### src/rtl/dsp_mac_pipe_if.sv
// Operand/control and result bundle of the dsp_mac_pipe multiply-accumulate pipeline.
// The master drives operands and enable; the slave is the pipeline itself.
interface dsp_mac_pipe_if #(
  parameter int A_WIDTH   = 18,
  parameter int B_WIDTH   = 18,
  parameter int ACC_WIDTH = 40
);
  logic                 EN;
  logic                 IN_VALID;
  logic [A_WIDTH-1:0]   A;
  logic [B_WIDTH-1:0]   B;
  logic [ACC_WIDTH-1:0] C;
  logic [1:0]           MODE;
  logic                 ACC_CLR;
  logic [ACC_WIDTH-1:0] P;
  logic                 OUT_VALID;
  logic                 OVF;

  modport master (output EN, IN_VALID, A, B, C, MODE, ACC_CLR, input  P, OUT_VALID, OVF);
  modport slave  (input  EN, IN_VALID, A, B, C, MODE, ACC_CLR, output P, OUT_VALID, OVF);
endinterface

### src/rtl/dsp_mac_pipe.sv
// Multiply / multiply-add / accumulate pipeline: optional input and product registers,
// then a post-adder feeding the P register, with optional saturation and an overflow flag.
module dsp_mac_pipe #(
  parameter int A_WIDTH   = 18,
  parameter int B_WIDTH   = 18,
  parameter int ACC_WIDTH = 40,
  parameter bit SIGNED    = 1'b1,
  parameter bit REG_IN    = 1'b1,
  parameter bit REG_MULT  = 1'b1,
  parameter bit SATURATE  = 1'b0
) (
  input logic           CLK,
  input logic           ARST_N,
  dsp_mac_pipe_if.slave bus
);
  localparam int PW = A_WIDTH + B_WIDTH;

  typedef enum logic [1:0] {
    MODE_MUL  = 2'b00,
    MODE_MADD = 2'b01,
    MODE_ACC  = 2'b10,
    MODE_LOAD = 2'b11
  } mode_e;

  // Control travels with its operands so it meets the matching product at the adder.
  typedef struct packed {
    logic                 valid;
    mode_e                mode;
    logic                 clr;
    logic [ACC_WIDTH-1:0] c;
  } ctl_t;

  ctl_t in_ctl;
  assign in_ctl = '{valid: bus.IN_VALID, mode: mode_e'(bus.MODE), clr: bus.ACC_CLR, c: bus.C};

  ctl_t               s1_ctl;
  logic [A_WIDTH-1:0] s1_a;
  logic [B_WIDTH-1:0] s1_b;

  if (REG_IN) begin : g_in_reg
    ctl_t               ctl_q;
    logic [A_WIDTH-1:0] a_q;
    logic [B_WIDTH-1:0] b_q;
    // NOTE: sequential state uses non-blocking (<=) so every register samples pre-edge values.
    // NOTE: datapath registers are reset too, so a reset throws away any item in flight.
    always_ff @(posedge CLK or negedge ARST_N) begin
      if (!ARST_N) begin
        ctl_q <= '0;
        a_q   <= '0;
        b_q   <= '0;
      end else if (bus.EN) begin
        ctl_q <= in_ctl;
        a_q   <= bus.A;
        b_q   <= bus.B;
      end
    end
    assign s1_ctl = ctl_q;
    assign s1_a   = a_q;
    assign s1_b   = b_q;
  end else begin : g_in_bypass
    assign s1_ctl = in_ctl;
    assign s1_a   = bus.A;
    assign s1_b   = bus.B;
  end

  // Extending both operands to the product width makes one multiplier serve both signednesses.
  logic [PW-1:0] a_x, b_x, prod;
  assign a_x  = {{B_WIDTH{SIGNED & s1_a[A_WIDTH-1]}}, s1_a};
  assign b_x  = {{A_WIDTH{SIGNED & s1_b[B_WIDTH-1]}}, s1_b};
  assign prod = a_x * b_x;

  ctl_t          s2_ctl;
  logic [PW-1:0] s2_prod;

  if (REG_MULT) begin : g_mult_reg
    ctl_t          ctl_q;
    logic [PW-1:0] prod_q;
    always_ff @(posedge CLK or negedge ARST_N) begin
      if (!ARST_N) begin
        ctl_q  <= '0;
        prod_q <= '0;
      end else if (bus.EN) begin
        ctl_q  <= s1_ctl;
        prod_q <= prod;
      end
    end
    assign s2_ctl  = ctl_q;
    assign s2_prod = prod_q;
  end else begin : g_mult_bypass
    assign s2_ctl  = s1_ctl;
    assign s2_prod = prod;
  end

  logic [ACC_WIDTH-1:0] prod_ext, x_op, p_d, p_q;
  logic [ACC_WIDTH:0]   sum;
  logic                 ovf_d, out_valid_q, ovf_q;

  if (SIGNED) begin : g_sext
    assign prod_ext = ACC_WIDTH'($signed(s2_prod));
  end else begin : g_zext
    assign prod_ext = ACC_WIDTH'(s2_prod);
  end

  always_comb begin
    // NOTE: defaults first, so every path assigns every output and no latch is inferred.
    x_op = '0;
    case (s2_ctl.mode)
      MODE_MADD, MODE_LOAD: x_op = s2_ctl.c;
      MODE_ACC:             x_op = s2_ctl.clr ? '0 : p_q;
      default:              x_op = '0;
    endcase
    // One extra bit holds the true sign (signed) or the carry (unsigned).
    sum   = {SIGNED & prod_ext[ACC_WIDTH-1], prod_ext} + {SIGNED & x_op[ACC_WIDTH-1], x_op};
    ovf_d = SIGNED ? (sum[ACC_WIDTH] ^ sum[ACC_WIDTH-1]) : sum[ACC_WIDTH];
    p_d   = sum[ACC_WIDTH-1:0];
    if (ovf_d && SATURATE) begin
      if (!SIGNED)             p_d = '1;
      else if (sum[ACC_WIDTH]) p_d = {1'b1, {(ACC_WIDTH-1){1'b0}}};
      else                     p_d = {1'b0, {(ACC_WIDTH-1){1'b1}}};
    end
  end

  // P is also the accumulator feedback; bubbles leave it untouched.
  always_ff @(posedge CLK or negedge ARST_N) begin
    if (!ARST_N) begin
      p_q         <= '0;
      out_valid_q <= 1'b0;
      ovf_q       <= 1'b0;
    end else if (bus.EN) begin
      out_valid_q <= s2_ctl.valid;
      ovf_q       <= s2_ctl.valid & ovf_d;
      if (s2_ctl.valid) p_q <= p_d;
    end
  end

  assign bus.P         = p_q;
  assign bus.OUT_VALID = out_valid_q;
  assign bus.OVF       = ovf_q;
endmodule

### src/flat_wrapper.sv
// flat-port wrapper written by rule: the top's interface ports become plain ports
module dsp_mac_pipe_flat 
#(
  parameter int A_WIDTH   = 18,
  parameter int B_WIDTH   = 18,
  parameter int ACC_WIDTH = 40,
  parameter bit SIGNED    = 1'b1,
  parameter bit REG_IN    = 1'b1,
  parameter bit REG_MULT  = 1'b1,
  parameter bit SATURATE  = 1'b0
)
  (CLK, ARST_N, bus_EN, bus_IN_VALID, bus_A, bus_B, bus_C, bus_MODE, bus_ACC_CLR, bus_P, bus_OUT_VALID, bus_OVF);
  dsp_mac_pipe_if #(.A_WIDTH(A_WIDTH), .B_WIDTH(B_WIDTH), .ACC_WIDTH(ACC_WIDTH)) bus_i ();
  input logic CLK;
  input logic ARST_N;
  input wire logic [$bits(bus_i.EN)-1:0] bus_EN;
  input wire logic [$bits(bus_i.IN_VALID)-1:0] bus_IN_VALID;
  input wire logic [$bits(bus_i.A)-1:0] bus_A;
  input wire logic [$bits(bus_i.B)-1:0] bus_B;
  input wire logic [$bits(bus_i.C)-1:0] bus_C;
  input wire logic [$bits(bus_i.MODE)-1:0] bus_MODE;
  input wire logic [$bits(bus_i.ACC_CLR)-1:0] bus_ACC_CLR;
  output wire logic [$bits(bus_i.P)-1:0] bus_P;
  output wire logic [$bits(bus_i.OUT_VALID)-1:0] bus_OUT_VALID;
  output wire logic [$bits(bus_i.OVF)-1:0] bus_OVF;
  assign bus_i.EN = bus_EN;
  assign bus_i.IN_VALID = bus_IN_VALID;
  assign bus_i.A = bus_A;
  assign bus_i.B = bus_B;
  assign bus_i.C = bus_C;
  assign bus_i.MODE = bus_MODE;
  assign bus_i.ACC_CLR = bus_ACC_CLR;
  assign bus_P = bus_i.P;
  assign bus_OUT_VALID = bus_i.OUT_VALID;
  assign bus_OVF = bus_i.OVF;
  dsp_mac_pipe #(.A_WIDTH(A_WIDTH), .B_WIDTH(B_WIDTH), .ACC_WIDTH(ACC_WIDTH), .SIGNED(SIGNED), .REG_IN(REG_IN), .REG_MULT(REG_MULT), .SATURATE(SATURATE)) u_core (.CLK(CLK), .ARST_N(ARST_N), .bus(bus_i));
endmodule
### config.mk
export PLATFORM = sky130hd
export DESIGN_NAME = dsp_mac_pipe_flat
export DESIGN_NICKNAME = d
export VERILOG_FILES = /design/src/rtl/dsp_mac_pipe_if.sv /design/src/rtl/dsp_mac_pipe.sv /design/src/flat_wrapper.sv
export SDC_FILE = /design/constraint.sdc
export NUM_CORES = 1
export LEC_CHECK = 0
export ABC_AREA = 0
export BUFFER_PORTS_ARGS = -buffer_cell sky130_fd_sc_hd__buf_2
export CORE_UTILIZATION = 55
export CTS_CLUSTER_SIZE = 10
export DETAILED_ROUTE_END_ITERATION = 12
export PLACE_DENSITY = 0.71
export SYNTH_ARGS = -nofsm -noshare
export SYNTH_HDL_FRONTEND = slang
export SYNTH_SLANG_ARGS = --single-unit
### constraint.sdc
create_clock -name CLK -period 8.05 [get_ports CLK]
set_clock_uncertainty 0.1 [all_clocks]
set_input_delay 0.805 -clock CLK [delete_from_list [all_inputs] [get_ports CLK]]
set_output_delay 0.805 -clock CLK [all_outputs]
set_load 0.05 [all_outputs]
==> flow_metrics.py <==
metrics = {
    "run_status": {
        "status": "finished, final reports clean",
    },
    "global_route": {
        "largest_net_degree_at_the_start_of_global_routing": 90,
        "grt_remaining_overflow": 0,
        "grt_pass1_wl_um": 88500,
        "overall_fraction_of_global_route_tracks_in_use_pct": 27.1,
        "grt_antenna_before_repair": 2,
        "vias_in_the_first_global_route": 16900,
    },
    "critical_path": {
        "rrSetupSlack_ps": 980,
        "crit_top_cell": "sky130_fd_sc_hd__fa_1",
        "critical_path_peak_fanout": 19,
        "crit_path_start_kind": "flip-flop",
        "critPathArrivalTime_ps": 7450,
        "cpPeakStageDelay_ps": 860,
        "worst-path-buf-inv": 3,
        "crit_family": "adder cells",
        "worst_path_max_delay_cell": "sky130_fd_sc_hd__fa_1",
        "worstRegToRegCells": 19,
        "crit_path_end_kind": "flip-flop",
        "crit_type": "reg -> reg",
        "critical_path_cell_sequence": "nand2_1, fa_1, inv_1, fa_1, fa_1, fa_1, fa_1, inv_1, fa_1, inv_1, ha_1, and3_2, nand2_1, nor2_1, a2111oi_4, a21oi_2, o311a_1, or3_1, a31oi_1",
        "crit-reg2reg-launch": "u_core.g_in_reg.b_q[3]$_DFFE_PN0P_",
        "rr_endpoint": "u_core.g_mult_reg.prod_q[35]$_DFFE_PN0P_",
        "required_ps": 8430,
    },
    "route": {
        "detailedRoute.firstIterationViolations": 925,
        "route.detailed.vias_per_inst": 5.57,
        "routed-via-count": 15600,
        "route.final.wire_length_um": 51900,
        "postRouteAntennaNets": 0,
        "routed_wl_per_cell_um": 18.6,
        "remaining_drc_errors": 0,
        "drt_first_pass_iters": 5,
    },
    "floorplan": {
        "ioPinCount": 125,
        "die-height_um": 203,
        "initial_utilization_pct": 55.7,
        "floorplan.core_area_um2": 39700,
        "width_of_the_chip_um": 203,
        "num_rows": 73,
        "design.die.area_um2": 41100,
    },
    "clocking": {
        "cts.clk_slew.worst_paths_ps": 60,
        "cts-root-buf": "sky130_fd_sc_hd__clkbuf_16",
        "clock_insertion_delay_worst_skew_ps": 560,
        "postCtsHoldBufs": 0,
        "cts_inserted_buffers": 27,
        "post-cts-setup-buffer-count": 0,
        "post_cts.resized_instances": 0,
        "cts_tree": "yes",
        "clock_sink_count": 202,
        "ctsLongestPathBuffers": 3,
        "h-tree-depth": 1,
    },
    "synthesis": {
        "synth.lib_cells_used.distinct": 72,
        "postSynth.topFlopCell": "sky130_fd_sc_hd__dfrtp_1",
        "synth_edf_count": 0,
        "synth_fp_nets": 2750,
        "postSynthCellCount": 2204,
        "ys.warnings.count": 0,
        "postSynthRegisterBits": 202,
        "syn_avg_cell_area_um2": 10.0,
        "synth.yosys.seq_area_share_pct": 22.8,
        "post_synth_instance_area_um2": 22100,
        "synthArstFlopShare_pct": 100,
    },
    "placed_design": {
        "placement.io_buffers": 124,
        "place_congestion": 0.895,
        "place.detailed.hpwl_um": 40300,
    },
    "timing": {
        "worst_slew_pin_slew_ps": 1180,
        "max_freq_ghz": 0.141,
        "finalSetupTns_ps": 0,
        "slew_headroom_pct": 21.1,
        "final_report_setup_violation_count": 0,
        "grt_setup_unrepaired": "false",
        "hold_violations": 0,
        "final-max-slew-violation-count": 0,
        "layout_min_cycle_time_ps": 7070,
        "final.period_utilization_pct": 87.9,
        "fin_hold_ws_ps": 214,
    },
    "flow_run": {
        "cap_viol_max_count": 0,
    },
    "finish": {
        "p_r_area_growth_vs_syn_pct": 8.18,
        "finish.net_count": 2806,
        "layout-drive-gt1-share_pct": 14.8,
    },
    "hold_path": {
        "worst_hold_path_type": "in -> async",
    },
}
==> flip-flops by register name (all words and copies together), names as in the netlist <==
signal / count
u_core.g_in_reg.ctl_q: 44
u_core.bus.OVF: 1
u_core.g_mult_reg.prod_q: 36
u_core.g_in_reg.a_q: 18
u_core.bus.P: 40
u_core.g_mult_reg.ctl_q: 44
u_core.g_in_reg.b_q: 18
u_core.bus.OUT_VALID: 1
==> cell usage after synthesis, types with 5 or more instances <==
cell	count	area, um^2
sky130_fd_sc_hd__nor3_1	10	50.1
sky130_fd_sc_hd__o2111ai_1	6	52.6
sky130_fd_sc_hd__a21o_1	34	255
sky130_fd_sc_hd__nand4_1	5	31.3
sky130_fd_sc_hd__fa_1	330	6610
sky130_fd_sc_hd__inv_1	381	1430
sky130_fd_sc_hd__and2_1	162	1010
sky130_fd_sc_hd__a31oi_1	8	50.1
sky130_fd_sc_hd__clkbuf_1	93	349
sky130_fd_sc_hd__nand2_1	241	905
sky130_fd_sc_hd__nand2b_1	13	81.3
sky130_fd_sc_hd__a21oi_1	68	340
sky130_fd_sc_hd__xor2_1	24	210
sky130_fd_sc_hd__o21bai_1	12	90.1
sky130_fd_sc_hd__nand3_1	12	60.1
sky130_fd_sc_hd__or3_1	6	37.5
sky130_fd_sc_hd__a22o_1	40	350
sky130_fd_sc_hd__o211ai_1	12	90.1
sky130_fd_sc_hd__xnor2_1	37	324
sky130_fd_sc_hd__ha_1	133	1660
sky130_fd_sc_hd__o21ai_0	73	365
sky130_fd_sc_hd__a211oi_1	10	75.1
sky130_fd_sc_hd__o21a_1	10	75.1
sky130_fd_sc_hd__nor2_1	42	158
sky130_fd_sc_hd__dfrtp_1	202	5050
sky130_fd_sc_hd__mux2_2	143	1610
sky130_fd_sc_hd__nor2b_1	5	31.3
==> worst reg2reg max path: stages, from the launching register on <==
cell and delay (ps):
sky130_fd_sc_hd__dfrtp_1 750, sky130_fd_sc_hd__nand2_1 270, sky130_fd_sc_hd__fa_1 590, sky130_fd_sc_hd__inv_1 150
sky130_fd_sc_hd__fa_1 870, sky130_fd_sc_hd__fa_1 520, sky130_fd_sc_hd__fa_1 520, sky130_fd_sc_hd__fa_1 510
sky130_fd_sc_hd__inv_1 60, sky130_fd_sc_hd__fa_1 490, sky130_fd_sc_hd__inv_1 40, sky130_fd_sc_hd__ha_1 320
sky130_fd_sc_hd__and3_2 270, sky130_fd_sc_hd__nand2_1 110, sky130_fd_sc_hd__nor2_1 80, sky130_fd_sc_hd__a2111oi_4 370
sky130_fd_sc_hd__a21oi_2 130, sky130_fd_sc_hd__o311a_1 370, sky130_fd_sc_hd__or3_1 300, sky130_fd_sc_hd__a31oi_1 160
==> routing by layer <==
metal  global-route usage, %  vias to the layer above  share of wire, %
met3                    4.98                      105               6.8
met1                    37.9                     7842                44
li1                        -                     7139                 -
met4                    8.59                        2               3.2
met2                    43.0                      489                46
met5                       0                        -             0.025
==> final cells by class <==
class / instances / area, um^2
Fill cell: 3375 / 15800
Multi-Input combinational cell: 1515 / 15200
Sequential cell: 202 / 5050
Inverter: 382 / 1430
Clock buffer: 32 / 724
Timing Repair Buffer: 132 / 696
Tap cell: 525 / 657
Clock inverter: 8 / 161
Antenna cell: 1 / 2.50
==> through the flow <==
step	util (%)	worst slack [ps]	cell area, um^2	std cells
after floorplan	-	1420	22100	2204
after global placement	58.1	1150	23100	2756
after detailed placement	58.1	996	23100	2756
after CTS	60.3	963	24000	2796
after global routing	60.3	595	24000	2796
final	60.3	975	24000	2797
==> cell usage in the layout (no fill, tap or decap), types with 13 or more instances in the layout <==
| cell type | count |
|---|---|
| sky130_fd_sc_hd__nand2b_1 | 13 |
| sky130_fd_sc_hd__and2_1 | 162 |
| sky130_fd_sc_hd__ha_1 | 133 |
| sky130_fd_sc_hd__mux2_2 | 143 |
| sky130_fd_sc_hd__xnor2_1 | 37 |
| sky130_fd_sc_hd__o21ai_0 | 73 |
| sky130_fd_sc_hd__a21oi_1 | 68 |
| sky130_fd_sc_hd__nor2_1 | 42 |
| sky130_fd_sc_hd__a22o_1 | 40 |
| sky130_fd_sc_hd__inv_1 | 381 |
| sky130_fd_sc_hd__buf_2 | 122 |
| sky130_fd_sc_hd__clkbuf_16 | 27 |
| sky130_fd_sc_hd__dfrtp_1 | 202 |
| sky130_fd_sc_hd__nand2_1 | 240 |
| sky130_fd_sc_hd__a21o_1 | 34 |
| sky130_fd_sc_hd__fa_1 | 330 |
| sky130_fd_sc_hd__xor2_1 | 24 |
==> worst max-delay path by stage <==
stage,start,end,cells after the start
final,u_core.g_in_reg.b_q[3]$_DFFE_PN0P_,u_core.g_mult_reg.prod_q[35]$_DFFE_PN0P_,19
after global routing,u_core.g_in_reg.b_q[3]$_DFFE_PN0P_,u_core.g_mult_reg.prod_q[35]$_DFFE_PN0P_,19
after CTS,u_core.g_in_reg.b_q[3]$_DFFE_PN0P_,u_core.g_mult_reg.prod_q[35]$_DFFE_PN0P_,19
after detailed placement,u_core.g_in_reg.b_q[3]$_DFFE_PN0P_,u_core.g_mult_reg.prod_q[35]$_DFFE_PN0P_,19
after global placement,u_core.g_in_reg.b_q[3]$_DFFE_PN0P_,u_core.g_mult_reg.prod_q[35]$_DFFE_PN0P_,19
after floorplan,u_core.g_in_reg.a_q[17]$_DFFE_PN0P_,u_core.g_mult_reg.prod_q[35]$_DFFE_PN0P_,21
==> kinds of logic (layout without fill, tap and decap cells) <==
logic type	count (synthesis)	in the layout	share of synthesized area, %
AOI/OAI and AO/OA	327	327	10.1
xor gates and xnor gates	61	61	2.41
adders and majority gates	463	463	37.3
buffers and inverters	487	554	8.45
DFF	202	202	22.8
muxes	143	143	7.27
other	0	1	0
and+or+nand+nor	521	521	11.6
Power is left out: the tool's default activity adds up to more than one toggle a clock period on the data nets, which glitch-free logic cannot reach.
